$ cat config.mk
export PLATFORM = sky130hd
export DESIGN_NAME = seg_scan_ctrl_flat
export DESIGN_NICKNAME = d
export VERILOG_FILES = /design/src/rtl/seg_scan_ctrl_pkg.sv /design/src/rtl/seg_scan_ctrl_if.sv /design/src/rtl/seg_scan_ctrl_decode.sv /design/src/rtl/seg_scan_ctrl.sv /design/src/flat_wrapper.sv
export SDC_FILE = /design/constraint.sdc
export NUM_CORES = 1
export LEC_CHECK = 0
export ABC_CLOCK_PERIOD_IN_PS = 7800
export CAP_MARGIN = 20
export CORE_ASPECT_RATIO = 1.2
export CORE_MARGIN = 3
export CORE_UTILIZATION = 50
export CTS_BUF_LIST = sky130_fd_sc_hd__clkbuf_8
export CTS_CLUSTER_SIZE = 28
export DETAILED_ROUTE_END_ITERATION = 12
export PLACE_DENSITY = 0.73
export SKIP_CTS_REPAIR_TIMING = 1
export SLEW_MARGIN = 10
export SYNTH_ARGS = -nofsm -noshare
export SYNTH_HDL_FRONTEND = slang
export SYNTH_SLANG_ARGS = --single-unit
$ cat constraint.sdc
create_clock -name clk -period 7.8 [get_ports clk]
set_input_delay 2.34 -clock clk [delete_from_list [all_inputs] [get_ports clk]]
set_output_delay 2.34 -clock clk [all_outputs]
set_load 0.02 [all_outputs]
$ cat src/rtl/seg_scan_ctrl_pkg.sv
// seg_pkg: shared segment type, blank pattern and hex-to-segment lookup table
package seg_pkg;
  typedef logic [6:0] seg_t;
  localparam seg_t SEG_BLANK = 7'b0000000;
  localparam logic [15:0][6:0] SEG_LUT = {
    7'b1000111, 7'b1001111, 7'b0111101, 7'b1001110,
    7'b0011111, 7'b1110111, 7'b1111011, 7'b1111111,
    7'b1110000, 7'b1011111, 7'b1011011, 7'b0110011,
    7'b1111001, 7'b1101101, 7'b0110000, 7'b1111110
  };
endpackage

$ cat src/rtl/seg_scan_ctrl_if.sv
// seg_scan_if: value producer side and display pin side of the scan controller
interface seg_scan_if #(parameter int NDIG = 4);
  import seg_pkg::*;
  logic [4*NDIG-1:0] value;
  logic load;
  logic lz_blank;
  seg_t seg;
  logic [NDIG-1:0] dig_en;
  logic pending;
  logic frame_done;
  modport master(output value, load, lz_blank, input seg, dig_en, pending, frame_done);
  modport slave(input value, load, lz_blank, output seg, dig_en, pending, frame_done);
endinterface

$ cat src/rtl/seg_scan_ctrl_decode.sv
// seg_decode: combinational hex nibble to seven-segment pattern
module seg_decode
  import seg_pkg::*;
(
  input  logic [3:0] nib,
  output seg_t       seg
);
  assign seg = SEG_LUT[nib];
endmodule

$ cat src/rtl/seg_scan_ctrl.sv
// seg_scan_ctrl: multiplexed seven-segment scan with slot blanking and frame-aligned double buffering
module seg_scan_ctrl
  import seg_pkg::*;
#(
  parameter int NDIG  = 4,
  parameter int DIV   = 1000,
  parameter int BLANK = 16
) (
  input logic clk,
  input logic rst_n,
  seg_scan_if.slave bus
);
  localparam int CW = $clog2(DIV);
  localparam int IW = $clog2(NDIG);
  logic [CW-1:0] cnt;
  logic [IW-1:0] idx;
  logic [4*NDIG-1:0] shadow, pend_reg;
  logic pend;
  logic last_slot, boundary, vis;
  logic [NDIG:0] zero_above;
  logic [3:0] nib;
  seg_t dec;
  assign last_slot = cnt == CW'(DIV - 1);
  assign boundary = last_slot && idx == IW'(NDIG - 1);
  assign nib = shadow[4*idx +: 4];
  // zero_above[k] is set when nibbles k..NDIG-1 of the displayed value are all zero
  always_comb begin
    zero_above = '0;
    zero_above[NDIG] = 1'b1;
    for (int k = NDIG - 1; k >= 0; k--) zero_above[k] = zero_above[k+1] && shadow[4*k +: 4] == 4'd0;
  end
  seg_decode u_dec (.nib(nib), .seg(dec));
  // current digit is driven only past the blanking interval and when not a suppressed leading zero
  always_comb begin
    vis = cnt >= CW'(BLANK) && !(bus.lz_blank && idx != '0 && zero_above[idx]);
    bus.dig_en = vis ? NDIG'(1) << idx : '0;
    bus.seg = vis ? dec : SEG_BLANK;
  end
  assign bus.pending = pend;
  assign bus.frame_done = boundary;
  // slot/digit scan counters and the load buffer that swaps in only at the frame boundary
  always_ff @(posedge clk) begin
    if (!rst_n) begin
      cnt <= '0;
      idx <= '0;
      shadow <= '0;
      pend_reg <= '0;
      pend <= 1'b0;
    end else begin
      cnt <= last_slot ? '0 : cnt + CW'(1);
      if (last_slot) idx <= boundary ? '0 : idx + IW'(1);
      if (boundary) begin
        shadow <= bus.load ? bus.value : pend ? pend_reg : shadow;
        pend <= 1'b0;
      end else if (bus.load) begin
        pend_reg <= bus.value;
        pend <= 1'b1;
      end
    end
  end
endmodule

$ cat src/flat_wrapper.sv
// flat-port wrapper written by rule: the top's interface ports become plain ports
module seg_scan_ctrl_flat import seg_pkg::*;
#(
  parameter int NDIG  = 4,
  parameter int DIV   = 1000,
  parameter int BLANK = 16
)
  (clk, rst_n, bus_value, bus_load, bus_lz_blank, bus_seg, bus_dig_en, bus_pending, bus_frame_done);
  seg_scan_if #(.NDIG(NDIG)) bus_i ();
  input logic clk;
  input logic rst_n;
  input wire logic [$bits(bus_i.value)-1:0] bus_value;
  input wire logic [$bits(bus_i.load)-1:0] bus_load;
  input wire logic [$bits(bus_i.lz_blank)-1:0] bus_lz_blank;
  output wire logic [$bits(bus_i.seg)-1:0] bus_seg;
  output wire logic [$bits(bus_i.dig_en)-1:0] bus_dig_en;
  output wire logic [$bits(bus_i.pending)-1:0] bus_pending;
  output wire logic [$bits(bus_i.frame_done)-1:0] bus_frame_done;
  assign bus_i.value = bus_value;
  assign bus_i.load = bus_load;
  assign bus_i.lz_blank = bus_lz_blank;
  assign bus_seg = bus_i.seg;
  assign bus_dig_en = bus_i.dig_en;
  assign bus_pending = bus_i.pending;
  assign bus_frame_done = bus_i.frame_done;
  seg_scan_ctrl #(.NDIG(NDIG), .DIV(DIV), .BLANK(BLANK)) u_core (.clk(clk), .rst_n(rst_n), .bus(bus_i));
endmodule
==> results_dict.tcl <==
set metrics [dict create \
    yosysSeqAreaShare 0.353 \
    antenna_found_initial 0 \
    die_area_mm2 0.00599 \
    cts.clk_slew.worst_paths_ns 0.07 \
    power.leakage_nw 1.32 \
    rsz0062_at_grt "false" \
    critPathSlowestCell "clkdlybuf4s50_1" \
    synth_area_mm2 0.00255 \
    synthDistinctLibCells 43 \
    ant_nets 0 \
    critPathLaunchType "input port" \
    n_fill_cell 446 \
    drc 0 \
    synth_area_leaders "dfxtp_1 (35%), mux2i_1 (11%), nand2_1 (6.6%)" \
    syn-num-nets 327 \
    vias 2043 \
    crit_required_ns 5.46 \
    outcome "finished clean" \
    grt_pass1_vias 1837 \
    area_growth_pct 15.1 \
    finClkSkew_ns 0.0102 \
    layout.nets 350 \
    max_freq_mhz 153 \
    end_kind "output pin" \
    setup.worst_path.class "in2out" \
    total_power_uw 412 \
    grt_pass1_wl_um 8280 \
    place_hpwl_um 3470 \
    clk_path_buf_depth 2 \
    initialDrtViolationCount 88 \
    fin_tns_setup_ns 0 \
    drtPass1Iterations 4 \
    gr-total-overflow 0 \
    ys_warn_count 0 \
    clock_latency_ns 0.30 \
    die_h_um 84.2 \
    crit_top_cell "clkdlybuf4s50_1" \
    n_antenna_cell 0 \
    slew_violations 0 \
    gp_congestion 0.784 \
    hold_class "reg2reg" \
    netlist.area_leader.share 0.353 \
    ys_ff_latch 45 \
    cts_tree "built" \
    viasPerCell 5.42 \
    cts-root-buf "clkbuf_8" \
    maxSlewHeadroom 0.300 \
    maxCapViolations 0 \
    power_density_mw_per_mm2 140 \
    start_util 0.535 \
    synth_top_area_cell "dfxtp_1" \
    postSynthCellCount 295 \
    max_stage_delay_ns 0.53 \
    worstPathCellList "clkdlybuf4s50_1 > nand3_1 > a211o_1 > o31ai_1 > buf_2 > o21ba_2 > clkdlybuf4s50_1" \
    track_usage 0.165 \
    wl_um 4770 \
    worstMarginPinSlew_ns 1.05 \
    setup_viol 0 \
    async_reset_ff_frac 0 \
    cp_max_fo 9 \
    numCtsBuffers 5 \
    layout-drive-gt1-share 0.0564 \
    mostFrequentLayoutCells "nand2_1 (45), dfxtp_1 (45), clkdlybuf4s50_1 (32)" \
    arrival_ns 4.18 \
    avgSynthCellArea_um2 8.64 \
    period_minus_slack_ns 6.52 \
    io_pins 33 \
    synth_edf_count 0 \
    cp_top_family "buffers and inverters" \
    fin_crit_sh 0.836 \
    cts.sinks 45 \
    wl_per_cell_um 12.7 \
    grt_start_max_net_pins 55 \
    fp.dieW_um 71.2 \
    core_area_mm2 0.00476 \
    num_rows 27 \
    io_buffer_count 32 \
    worst-path-buf-inv 3 \
    htree_levels 2 \
    synthFlopType "dfxtp_1" \
    max-vdd-ir-drop_mv 0.112 \
    r2r_slack_ns 5.82 \
    hold_viol_final 0 \
]
## worst min-delay path: stages, from the launching register on
cell and delay [ns]:
dfxtp_1 0.31, nand2_1 0.05, o21ai_0 0.06
## kinds of logic (layout without fill, tap and decap cells)
logic type / Yosys count / count (layout) / share of synthesized area
compound gates: 61 / 61 / 0.172
flops: 45 / 45 / 0.353
simple gates: 109 / 109 / 0.204
fa+ha+maj: 12 / 12 / 0.0589
mux: 30 / 30 / 0.124
xor+xnor: 7 / 7 / 0.0241
buf+inv: 31 / 55 / 0.0633
## report_power, final
| group | internal, mW | switching, mW | leakage (nW) |
|---|---|---|---|
| logic | 0.0183 | 0.0172 | 0.911 |
| clock network | 0.0608 | 0.0755 | 0.0467 |
| registers | 0.236 | 0.00378 | 0.366 |
| total | 0.315 | 0.0965 | 1.32 |
## synth_stat cells, drive strengths merged (6+ instances only)
cell and count:
dfxtp 45, nand2 45, mux2i 28, o21ai 23, nand3 20, nor2 20, o211a 17, buf 13
ha 12, inv 11, a21oi 9, clkbuf 6
## stage by stage
stage               utilization  hold WS, ns  std cells  instance area, um2  setup slack, ns
floorplan                     -        0.428        295                2550             2.19
global placement          0.595        0.436        367                2830             1.30
detailed placement        0.597        0.450        368                2840             1.27
CTS                       0.615        0.464        376                2930             1.26
global route              0.616        0.481        377                2930             1.16
finish                    0.616        0.458        377                2930             1.28
## layout make-up
| type | instances | area (um2) | area share |
|---|---|---|---|
| sequential | 45 | 901 | 0.307 |
| clock buffer | 5 | 68.8 | 0.0235 |
| clock inverter | 3 | 15.0 | 0.00512 |
| multi-input combinational | 219 | 1490 | 0.507 |
| timing repair buffer | 35 | 344 | 0.117 |
| inverter | 12 | 45.0 | 0.0154 |
| tap | 58 | 72.6 | 0.0247 |
## per-layer routing
metal,up-vias,part of all wire,track usage
li1,1080,-,-
met1,919,0.48,0.216
met2,36,0.47,0.270
met3,8,0.042,0.0335
met4,0,0.016,0.0564
met5,-,0,0
## final timing paths
check                                     to                             from  cells after the start
min          u_core.pend_reg[9]$_SDFFE_PN0P_  u_core.pend_reg[9]$_SDFFE_PN0P_                      2
max reg2reg    u_core.shadow[6]$_SDFFE_PN0P_         u_core.cnt[0]$_SDFF_PP0_                      6
max                               bus_seg[6]                     bus_lz_blank                      7
min reg2reg  u_core.pend_reg[9]$_SDFFE_PN0P_  u_core.pend_reg[9]$_SDFFE_PN0P_                      2
Power figures use the tool's default switching activity.
